### config.mk
export PLATFORM = sky130hd
export DESIGN_NAME = crc_frame_gen_flat
export DESIGN_NICKNAME = d
export VERILOG_FILES = /design/src/rtl/crc_frame_gen_if.sv /design/src/rtl/crc_frame_gen.sv /design/src/flat_wrapper.sv
export SDC_FILE = /design/constraint.sdc
export NUM_CORES = 1
export LEC_CHECK = 0
export ABC_AREA = 0
export CORE_ASPECT_RATIO = 0.9
export CORE_MARGIN = 5
export CORE_UTILIZATION = 40
export CTS_CLUSTER_DIAMETER = 50
export CTS_CLUSTER_SIZE = 8
export DETAILED_ROUTE_END_ITERATION = 7
export HOLD_SLACK_MARGIN = 0.15
export PLACE_DENSITY = 0.78
export SLEW_MARGIN = 20
export SYNTH_ARGS = -nofsm -noshare
export SYNTH_HDL_FRONTEND = slang
export SYNTH_SLANG_ARGS = --single-unit
export TNS_END_PERCENT = 5
### constraint.sdc
create_clock -name clk -period 5.2 [get_ports clk]
set_input_delay 0.78 -clock clk [delete_from_list [all_inputs] [get_ports clk]]
set_output_delay 0.78 -clock clk [all_outputs]
set_load 0.05 [all_outputs]
### src/rtl/crc_frame_gen_if.sv
// Valid/ready/last stream bundle shared by the framer's input and output sides.
// The master drives data/valid/last; the slave drives ready.
interface crc_frame_gen_if #(
  parameter int unsigned DATA_WIDTH = 16
);
  logic [DATA_WIDTH-1:0] data;
  logic                  valid;
  logic                  ready;
  logic                  last;

  modport master (output data, output valid, output last, input ready);
  modport slave  (input data, input valid, input last, output ready);
endinterface

### src/rtl/crc_frame_gen.sv
// Stream framer: passes payload words through and appends a CRC-8 checksum word per frame.
// Optional build macro CRC_FRAME_STATS_EN adds a saturating truncation counter on err_count.
module crc_frame_gen #(
  parameter int unsigned          DATA_WIDTH = 16,
  parameter int unsigned          POLY_WIDTH = 8,
  parameter logic [POLY_WIDTH-1:0] POLY      = 'hAF,
  parameter logic [POLY_WIDTH-1:0] INIT      = 'h00,
  parameter logic [POLY_WIDTH-1:0] XOR_OUT   = 'h00,
  parameter int unsigned          MAX_WORDS  = 256
) (
  input  logic                  clk,
  input  logic                  rst,
  crc_frame_gen_if.slave        s,
  crc_frame_gen_if.master       m,
  output logic [POLY_WIDTH-1:0] crc_o,
  output logic                  crc_valid,
  output logic                  err_oversize,
  output logic [15:0]           err_count
);

  localparam int unsigned CntW = $clog2(MAX_WORDS + 1);
  typedef logic [CntW-1:0] cnt_t;
  localparam cnt_t MaxCnt = cnt_t'(MAX_WORDS);

  localparam logic [1:0] StIdle   = 2'd0;
  localparam logic [1:0] StPass   = 2'd1;
  localparam logic [1:0] StAppend = 2'd2;

  logic [1:0]            state_q, state_d;
  cnt_t                  cnt_q, cnt_d;
  logic [POLY_WIDTH-1:0] crc_q, crc_d;
  logic [DATA_WIDTH-1:0] m_data_q, m_data_d;
  logic                  m_valid_q, m_valid_d;
  logic                  m_last_q, m_last_d;
  logic [POLY_WIDTH-1:0] crc_o_q, crc_o_d;
  logic                  crc_valid_q, crc_valid_d;
  logic                  err_q, err_d;

  logic                  out_free;
  logic                  s_ready;
  logic                  xfer;
  logic [POLY_WIDTH-1:0] crc_word;
  cnt_t                  cnt_inc;

  // Bit-serial LFSR unrolled across one word, MSB first.
  function automatic logic [POLY_WIDTH-1:0] crc_step(input logic [POLY_WIDTH-1:0] c_in,
                                                     input logic [DATA_WIDTH-1:0] d);
    logic [POLY_WIDTH-1:0] c;
    logic                  fb;
    c = c_in;
    for (int i = DATA_WIDTH - 1; i >= 0; i--) begin
      fb = c[POLY_WIDTH-1] ^ d[i];
      c  = {c[POLY_WIDTH-2:0], 1'b0} ^ (fb ? POLY : '0);
    end
    return c;
  endfunction

  assign out_free = !m_valid_q || m.ready;
  assign s_ready  = !rst && out_free && (state_q != StAppend);
  assign xfer     = s.valid && s_ready;
  assign crc_word = crc_q ^ XOR_OUT;
  assign cnt_inc  = cnt_q + cnt_t'(1);

  always_comb begin
    state_d     = state_q;
    cnt_d       = cnt_q;
    crc_d       = crc_q;
    m_data_d    = m_data_q;
    m_valid_d   = m_valid_q && !m.ready;
    m_last_d    = m_last_q;
    crc_o_d     = crc_o_q;
    crc_valid_d = 1'b0;
    err_d       = 1'b0;

    unique case (state_q)
      StIdle: begin
        if (xfer) begin
          m_data_d  = s.data;
          m_valid_d = 1'b1;
          m_last_d  = 1'b0;
          crc_d     = crc_step(crc_q, s.data);
          cnt_d     = cnt_t'(1);
          state_d   = s.last ? StAppend : StPass;
        end
      end
      StPass: begin
        if (xfer) begin
          m_data_d  = s.data;
          m_valid_d = 1'b1;
          m_last_d  = 1'b0;
          crc_d     = crc_step(crc_q, s.data);
          cnt_d     = cnt_inc;
          if (s.last || (cnt_inc == MaxCnt)) begin
            state_d = StAppend;
          end
          // A word hitting the limit without s_last closes the frame early.
          err_d = !s.last && (cnt_inc == MaxCnt);
        end
      end
      StAppend: begin
        if (out_free) begin
          m_data_d    = DATA_WIDTH'(crc_word);
          m_valid_d   = 1'b1;
          m_last_d    = 1'b1;
          crc_o_d     = crc_word;
          crc_valid_d = 1'b1;
          crc_d       = INIT;
          cnt_d       = '0;
          state_d     = StIdle;
        end
      end
      default: state_d = StIdle;
    endcase
  end

  always_ff @(posedge clk) begin
    if (rst) begin
      state_q     <= StIdle;
      cnt_q       <= '0;
      crc_q       <= INIT;
      m_data_q    <= '0;
      m_valid_q   <= 1'b0;
      m_last_q    <= 1'b0;
      crc_o_q     <= '0;
      crc_valid_q <= 1'b0;
      err_q       <= 1'b0;
    end else begin
      state_q     <= state_d;
      cnt_q       <= cnt_d;
      crc_q       <= crc_d;
      m_data_q    <= m_data_d;
      m_valid_q   <= m_valid_d;
      m_last_q    <= m_last_d;
      crc_o_q     <= crc_o_d;
      crc_valid_q <= crc_valid_d;
      err_q       <= err_d;
    end
  end

`ifdef CRC_FRAME_STATS_EN
  logic [15:0] err_count_q;

  always_ff @(posedge clk) begin
    if (rst) begin
      err_count_q <= '0;
    end else if (err_q && (err_count_q != 16'hFFFF)) begin
      err_count_q <= err_count_q + 16'd1;
    end
  end

  assign err_count = err_count_q;
`else
  assign err_count = 16'h0000;
`endif

  assign s.ready      = s_ready;
  assign m.data       = m_data_q;
  assign m.valid      = m_valid_q;
  assign m.last       = m_last_q;
  assign crc_o        = crc_o_q;
  assign crc_valid    = crc_valid_q;
  assign err_oversize = err_q;

endmodule

### src/flat_wrapper.sv
// flat-port wrapper written by rule: the top's interface ports become plain ports
module crc_frame_gen_flat 
#(
  parameter int unsigned          DATA_WIDTH = 16,
  parameter int unsigned          POLY_WIDTH = 8,
  parameter logic [POLY_WIDTH-1:0] POLY      = 'hAF,
  parameter logic [POLY_WIDTH-1:0] INIT      = 'h00,
  parameter logic [POLY_WIDTH-1:0] XOR_OUT   = 'h00,
  parameter int unsigned          MAX_WORDS  = 256
)
  (clk, rst, crc_o, crc_valid, err_oversize, err_count, s_data, s_valid, s_last, s_ready, m_data, m_valid, m_last, m_ready);
  crc_frame_gen_if #(.DATA_WIDTH(DATA_WIDTH)) s_i ();
  crc_frame_gen_if #(.DATA_WIDTH(DATA_WIDTH)) m_i ();
  input  logic clk;
  input  logic rst;
  output logic [POLY_WIDTH-1:0] crc_o;
  output logic crc_valid;
  output logic err_oversize;
  output logic [15:0] err_count;
  input wire logic [$bits(s_i.data)-1:0] s_data;
  input wire logic [$bits(s_i.valid)-1:0] s_valid;
  input wire logic [$bits(s_i.last)-1:0] s_last;
  output wire logic [$bits(s_i.ready)-1:0] s_ready;
  output wire logic [$bits(m_i.data)-1:0] m_data;
  output wire logic [$bits(m_i.valid)-1:0] m_valid;
  output wire logic [$bits(m_i.last)-1:0] m_last;
  input wire logic [$bits(m_i.ready)-1:0] m_ready;
  assign s_i.data = s_data;
  assign s_i.valid = s_valid;
  assign s_i.last = s_last;
  assign s_ready = s_i.ready;
  assign m_data = m_i.data;
  assign m_valid = m_i.valid;
  assign m_last = m_i.last;
  assign m_i.ready = m_ready;
  crc_frame_gen #(.DATA_WIDTH(DATA_WIDTH), .POLY_WIDTH(POLY_WIDTH), .POLY(POLY), .INIT(INIT), .XOR_OUT(XOR_OUT), .MAX_WORDS(MAX_WORDS)) u_core (.clk(clk), .rst(rst), .s(s_i), .m(m_i), .crc_o(crc_o), .crc_valid(crc_valid), .err_oversize(err_oversize), .err_count(err_count));
endmodule
* After elaboration in Yosys (flattened, before gate mapping)
Index checks and enable logic that the tools add are counted.
** Cells by class
- $add $sub $neg :: 1
- Equality and inequality tests :: 9
- Multiplexer cells :: 39
- Bitwise logic cells :: 35
- Reduce and logical (&&, ||, !) cells :: 21
** Operator list (number)
- $mux 8 :: 18
- $xor 8x8->8 :: 16
- $mux 16 :: 2
- $pmux 16 s2 :: 1
- $mux 9 :: 3
- $pmux 9 s3 :: 1
- $pmux 8 s2 :: 1
- $xor 1x1->1 :: 16
- $mux 2 :: 5
- $ne 2x1->1 const B :: 5
- $add 9x1->9 const B :: 1
- $eq 9x9->1 const B :: 1
- $reduce_and 4->1 :: 2
- $pmux 2 s3 :: 1
- $logic_and 1x1->1 :: 5
- $mux 1 :: 5
- $logic_not 1->1 :: 4
- $pmux 1 s2 :: 2
- $reduce_or 2->1 :: 2
- $not 1->1 :: 3
- $reduce_and 3->1 :: 1
- $reduce_bool 3->1 :: 1
- $reduce_or 3->1 :: 1
- $eq 2x1->1 const B :: 1
- 6 further kinds :: 7
** Word-level totals
- Register bits after elaboration :: 47
- Bits of input ports :: 21
- Logic and storage cells :: 114

* Logic depth before layout (Yosys ltp)
Gate-level depths: netlist (run 1).
- Depth after elaboration :: 50
- Mapped depth :: 10
- Mapped depth without buffers :: 8

* Worst setup path before layout (run 1)
Ideal clock, no wire load.
- Kind :: reg-to-output
- Start point :: register u_core.state_q[0]
- End point :: output s_ready
- Arrival time :: 2.231 ns
- Slack :: 2.189 ns
- Cell stages (with the launch flop) :: 7
- Cells stage by stage :: dfxtp_1 -> inv_1 -> ha_1 -> clkbuf_1 -> buf_2 -> clkbuf_1 -> nor3_1
** Between the ends
- Longest elaborated chain between the ends :: 2
** RTL lines
- start: declaration :: RTL line crc_frame_gen.sv:29 : logic [1:0] state_q, state_d;
- start signal: assignment :: RTL line crc_frame_gen.sv:118 : state_q <= StIdle;
- start signal: assignment :: RTL line crc_frame_gen.sv:128 : state_q <= state_d;
- $ne 2x2->1 :: RTL line crc_frame_gen.sv:59 : assign s_ready = !rst && out_free && (state_q != StAppend);
- $logic_and 1x1->1 :: RTL line crc_frame_gen.sv:59
- end: declaration :: RTL line flat_wrapper.sv:23 : output wire logic [$bits(s_i.ready)-1:0] s_ready;
No other way between the ends.

* Worst setup path in the final report (run 1)
- Start point :: input rst
- End point :: output s_ready
** Between the ends
- Longest elaborated chain between the ends :: 3
** RTL lines
- start: declaration :: RTL line flat_wrapper.sv:15 : input logic rst;
- $logic_not 1->1 :: RTL line crc_frame_gen.sv:59
- $logic_and 1x1->1 (2 in series) :: RTL line crc_frame_gen.sv:59
No other way between the ends.

==> results.md, run 1 <==
- Setup crit start: rst
- Yosys top cell area share: 34.91%
- Worst-Skew Late Latency: 0.30 ns
- Ratio of cells with drive above 1 in the final layout: 3.725%
- Initial Util: 41.14%
- Post_cts resized: 0
- Layout Skew: 0.002858 ns
- Initial antenna violation count: 0
- Gate Count Post-Synth: 309
- Seq/Total Area, Yosys: 34.91%
- Routed Antenna Nets: 0
- Worst reg2reg setup slack: 2.44 ns
- Final global-route overflow total: 0
- H-tree depth: 2
- RSZ-0062 raised after global routing: no
- Crit path max fanout: 8
- First-pass GRT wire length: 10.12 mm
- Most common cell in the synthesized netlist: dfxtp_1
- Filler Cells Inserted: 635
- Syn avg cell area: 8.722 sq um
- Worst R2R Path Depth: 9
- Util after Layout: 50.29%
- CTS buffer count: 5
- Post-CTS setup buffers: 0
- Ys flop type: dfxtp_1
- RR Startpoint: u_core.state_q[1]
- Routability cong.: 0.9048
- CTS tree: built
- I/O pin total: 66
- Worst-Margin Slew: 1.029 ns
- Post-Syn Area: 0.002695 sq mm
- Max Cap Viol: 0
- Area leader, netlist: dfxtp_1
- Outcome: finished clean
- Worst setup SP type: input port
- DIE WIDTH: 96.53 microns
- Largest net degree at the start of global routing: 39
- Row cnt: 28
- CP peak stage delay: 0.83 ns
- Worst setup endpoint: s_ready
- Setup TNS: 0 ns
- Die Y: 87.87 microns
- Cell chain of the critical path: clkdlybuf4s50_1 > nor3_1 > clkdlybuf4s50_1
- GRT Util Overall: 15.19%
- Max-Slew Margin vs Limit: 31.43%
- Worst r2r dst: u_core.m.data[5]
- Crit path setup slack, layout: 2.006 ns
- Max VDD drop: 0.2462 mV
- Final Cycle Share: 61.43%
- Synth cell types: 45
- HPWL Detailed: 4.685 mm
- Pre-CTS WS: 1.814 ns
- Clock sinks: 47
- CTS max path bufs: 2
- Slew Limit Fails: 0
- Clock Pin Slew Worst Setup and Hold Paths: 0.08 ns
- Vias after detailed routing: 2227
- Vias in the first global route: 2143
- Crit-path slowest cell: clkdlybuf4s50_1
- Critical path endpoint category: primary output
- Core box area: 0.006551 sq mm
- Synth top cells by count: dfxtp_1 (47), nor2_1 (33), a21oi_1 (31), xnor2_1 (24), clkbuf_1 (17)
- Worst min path class: reg2reg
- Die Area: 0.008482 sq mm
- Port Buf Inserts: 49
- Final setup violation count: 0
- Residual DRC: 0
- CP most frequent cell: clkdlybuf4s50_1
- Number of flops mapped to enable cells by yosys: 0
- Area grow syn2layout: 22.24%
- Final Critical Period: 3.194 ns
- Largest cells by area after synthesis: dfxtp_1 (35%), xnor2_1 (7.8%), a21oi_1 (5.8%)
- Async SR Flop Fraction: 0%
- WL per Instance: 14.30 microns
- Initial drt markers: 101
- Syn. warnings: 0
- Vias/cell: 5.073
- Final hold vios: 0
- CP Class: in2out
- Power per cell area: 518.2 mW/mm^2
- CP Data Arrival Time: 2.41 ns
- Diode count: 0
- WP data required: 4.42 ns
- WL final: 6.279 mm
- DRT Pass-1 Iters: 4
- Leakage Power: 1.196 nW
- Fmax achieved: 0.3130 GHz
- Cts hold-fix bufs: 0
- # nets final: 376
- Root buffer cell: clkbuf_8
- FF+latch count, synth: 47
==> cell usage in the layout, fill, tap and decap left out, types with 8 or more instances in the layout <==
master	instances
nand3_1	12
conb_1	16
xnor2_1	24
nand2_1	13
nor2_1	33
nor3b_1	15
o21ai_1	8
dfxtp_1	47
a21oi_1	31
clkdlybuf4s50_1	49
xor2_1	11
==> worst max-delay path: cells and delay by family <==
kind | cells | cell delay [ns]
buffers and inverters | 2 | 1.39
and+or+nand+nor | 1 | 0.24
==> sequential cells by signal, summed over array words and instances (netlist names) <==
register	count
u_core.cnt_q	9
u_core.crc_o	8
u_core.crc_q	8
u_core.crc_valid	1
u_core.err_oversize	1
u_core.m.data	16
u_core.m.last	1
u_core.m.valid	1
u_core.state_q	2
==> through the flow <==
step	total power [mW]	instances	cell area, sq um	hold slack, ns
6_report	1.707	439	3294	0.4572
3_5_place_dp	1.443	432	3192	0.4491
2_1_floorplan	1.246	324	2751	0.4738
3_3_place_gp	1.417	432	3192	0.4494
5_1_grt	1.806	439	3294	0.4905
4_1_cts	1.711	439	3294	0.4601
==> final cells by class <==
| class | count | area, sq um | area share [%] |
|---|---|---|---|
| Clock inverter | 1 | 30.03 | 0.9115 |
| Inverter | 4 | 15.01 | 0.4558 |
| Timing Repair Buffer | 52 | 513.0 | 15.57 |
| Tap cell | 90 | 112.6 | 3.418 |
| Sequential cell | 47 | 940.9 | 28.56 |
| Clock buffer | 6 | 72.57 | 2.203 |
| Multi-Input combinational cell | 239 | 1610 | 48.88 |
==> cells by family after synthesis <==
kind of cell | after synthesis | synth area share (%)
adders and majority gates | 6 | 2.785
AOI/OAI and AO/OA | 65 | 14.95
and+or+nand+nor | 106 | 21.17
other | 1 | 0.1391
xor gates and xnor gates | 43 | 17.36
muxes | 3 | 1.114
DFF | 47 | 34.91
buffers and inverters | 38 | 7.567
==> how the worst min path moves through the flow <==
stage / from / endpoint / slack (ns) / cells after the start
after floorplan: u_core.cnt_q[8] / u_core.cnt_q[8] / 0.47 / 2
after global placement: u_core.crc_o[3] / u_core.crc_o[3] / 0.45 / 2
after detailed placement: u_core.crc_o[3] / u_core.crc_o[3] / 0.45 / 2
after CTS: u_core.crc_o[3] / u_core.crc_o[3] / 0.46 / 2
after global routing: u_core.crc_o[0] / u_core.crc_o[0] / 0.49 / 2
final: u_core.crc_o[3] / u_core.crc_o[3] / 0.46 / 2
==> layer usage <==
layer	up-vias	wire (microns)	GRT usage [%]
met5	-	0	0
met4	0	36	2.675
met3	4	425	4.725
met2	78	2574	22.12
met1	1013	3243	22.30
li1	1132	-	-
==> report_power, final <==
group          leakage, nW  total [mW]  internal [mW]  switching, mW
Combinational        0.763       0.968          0.407          0.561
Clock               0.0513       0.257          0.141          0.116
Sequential           0.382       0.482          0.420         0.0620
Total                 1.20        1.71          0.968          0.739
Note: power is estimated with default switching activity, not from simulation.
==> inputs of run 2 (changes only) <==
==> constraint.sdc (replaced) <==
create_clock -name clk -period 3.3 [get_ports clk]
set_input_delay 0.495 -clock clk [delete_from_list [all_inputs] [get_ports clk]]
set_output_delay 0.495 -clock clk [all_outputs]
set_load 0.05 [all_outputs]
==> run 2 against run 1 <==
Against the previous run:
- design area grew 1.1%
- non-clock buffer count is 2 higher
- utilization rose by 0.57 points
- sequential cell count is the same
- sequential power is 57% higher
- via count rose by 2.8%
- power increased by 60%
- wire length grew 2.6%
- critical path type is now reg2reg
- largest power group unchanged
- highest routed layer unchanged
==> results.md, run 2 (same netlist as run 1, synthesis figures left out) <==
- Outcome: finished clean
- DRT Pass-1 Iters: 5
- Logic gate share of total power: 56.1%
- RSZ-0062 raised after global routing: no
- Final setup violation count: 0
- CP Data Arrival Time: 2.84 ns
- I/O pin total: 66
- CTS tree: built
- Ratio of cells with drive above 1 in the final layout: 5.114%
- Initial Util: 41.14%
- Max-Slew Margin vs Limit: 42.75%
- HPWL Detailed: 4.730 mm
- Worst setup endpoint: u_core.m.data[5]
- Int Pwr: 1.547 mW
- Reg power frac: 27.7%
- Vias in the first global route: 2153
- Worst min path class: reg2reg
- WP data required: 3.49 ns
- CTS max path bufs: 2
- First-pass GRT wire length: 10.52 mm
- Area occupied by registers: 940.9 sq um
- Max VDD drop: 0.3663 mV
- RR Startpoint: u_core.state_q[1]
- Layout Skew: 0.01101 ns
- Routability cong.: 0.8625
- Routed Antenna Nets: 0
- WL final: 6.444 mm
- Power per cell area: 817.6 mW/mm^2
- Die Y: 87.87 microns
- Most frequent cells in the layout: clkdlybuf4s50_1 (48), dfxtp_1 (47), nor2_1 (33), a21oi_1 (31), xnor2_1 (24)
- Critical path endpoint category: register
- Final Cycle Share: 80.59%
- Vias after detailed routing: 2289
- Root buffer cell: clkbuf_8
- Fmax achieved: 0.3760 GHz
- Util after Layout: 50.86%
- Final Critical Period: 2.660 ns
- Initial drt markers: 97
- Post-route cell area: 0.003332 sq mm
- Pre-CTS WS: 0.3863 ns
- Max reg flops: 16
- Final global-route overflow total: 0
- Residual DRC: 0
- Worst R2R Path Depth: 9
- Setup crit start: u_core.state_q[1]
- Commonest non-fill, non-tap cell in the layout: clkdlybuf4s50_1
- H-tree depth: 2
- DIE WIDTH: 96.53 microns
- Final hold vios: 0
- Largest net degree at the start of global routing: 45
- Clock Pin Slew Worst Setup and Hold Paths: 0.10 ns
- Worst r2r dst: u_core.m.data[5]
- CP Class: reg2reg
- Area occupied by multi-input gates: 0.001610 sq mm
- Initial antenna violation count: 0
- Clock power frac: 16.2%
- Worst-Skew Late Latency: 0.31 ns
- Area grow syn2layout: 23.63%
- Diode count: 0
- Post_cts resized: 0
- Crit path setup slack, layout: 0.6404 ns
- Max Cap Viol: 0
- GRT Util Overall: 15.71%
- Leakage Power: 1.215 nW
- # nets final: 378
- Die Area: 0.008482 sq mm
- Slew Limit Fails: 0
- Clock sinks: 47
- Fin Hold WS: 0.4608 ns
- Vias/cell: 5.179
- P_sw: 1.177 mW
- Worst reg2reg setup slack: 0.64 ns
- Row cnt: 28
- Core box area: 0.006551 sq mm
- Worst setup SP type: register
- Switching Share: 43.21%
- Crit path max fanout: 23
- Worst-Margin Slew: 0.8587 ns
- Post-DP Area: 0.003217 sq mm
- Cts hold-fix bufs: 0
- Post-CTS setup buffers: 0
- CTS buffer count: 5
- Filler Cells Inserted: 638
- Worst Hold Launch: u_core.crc_o[2]
- Port Buf Inserts: 49
- Setup TNS: 0 ns
- WL per Instance: 14.58 microns
## run 2: cell types whose count changed in the layout (fill, tap and decap cells not counted), sizes merged
cell / change
buf: +3
clkinvlp: +1
clkdlybuf4s50: -1
clkbuf: -1
inv: +1
## run 2: layer usage
layer	global-route usage (%)	vias up	wire length (microns)
li1	-	1134	-
met1	21.74	1068	3048
met2	23.50	80	2764
met3	4.897	7	559
met4	4.713	0	72
met5	0	-	0
## run 2: critical path, stage by stage (launching register included)
cell,delay (ns)
dfxtp_1,0.39
inv_1,0.08
ha_1,0.29
nor2_1,0.24
nor3b_1,0.10
o21ai_2,0.69
buf_4,0.37
nor3b_1,0.08
a221oi_1,0.21
nor2_1,0.06
## run 2: worst min path at each step
stage / cells after the start / to / slack, ns
final: 2 / u_core.crc_o[2] / 0.46
after global routing: 2 / u_core.crc_o[0] / 0.48
after global placement: 2 / u_core.crc_o[2] / 0.44
after detailed placement: 2 / u_core.crc_o[5] / 0.45
after CTS: 2 / u_core.crc_o[5] / 0.47
after floorplan: 2 / u_core.cnt_q[8] / 0.47
## run 2: final cells by class
class                      instances  share of cell area [%]
timing repair buffer              54                   16.15
sequential                        47                   28.24
inverter                           4                  0.4506
clock inverter                     3                   1.389
clock buffer                       5                   2.065
multi-input combinational        239                   48.33
tap                               90                   3.380
## run 2: power groups by stage
| stage | Sequential [mW] | Combinational (mW) | Clock [mW] |
|---|---|---|---|
| 2_1_floorplan | 0.902 | 1.06 | 0 |
| 3_3_place_gp | 0.764 | 1.49 | 0 |
| 3_5_place_dp | 0.765 | 1.51 | 0 |
| 4_1_cts | 0.753 | 1.53 | 0.455 |
| 5_1_grt | 0.766 | 1.64 | 0.473 |
| 6_report | 0.755 | 1.53 | 0.441 |
## run 2: stage by stage
stage / power, mW / cells
after global placement: 2.258 / 434
after CTS: 2.736 / 442
after detailed placement: 2.275 / 434
after floorplan: 1.963 / 324
after global routing: 2.885 / 442
final: 2.724 / 442
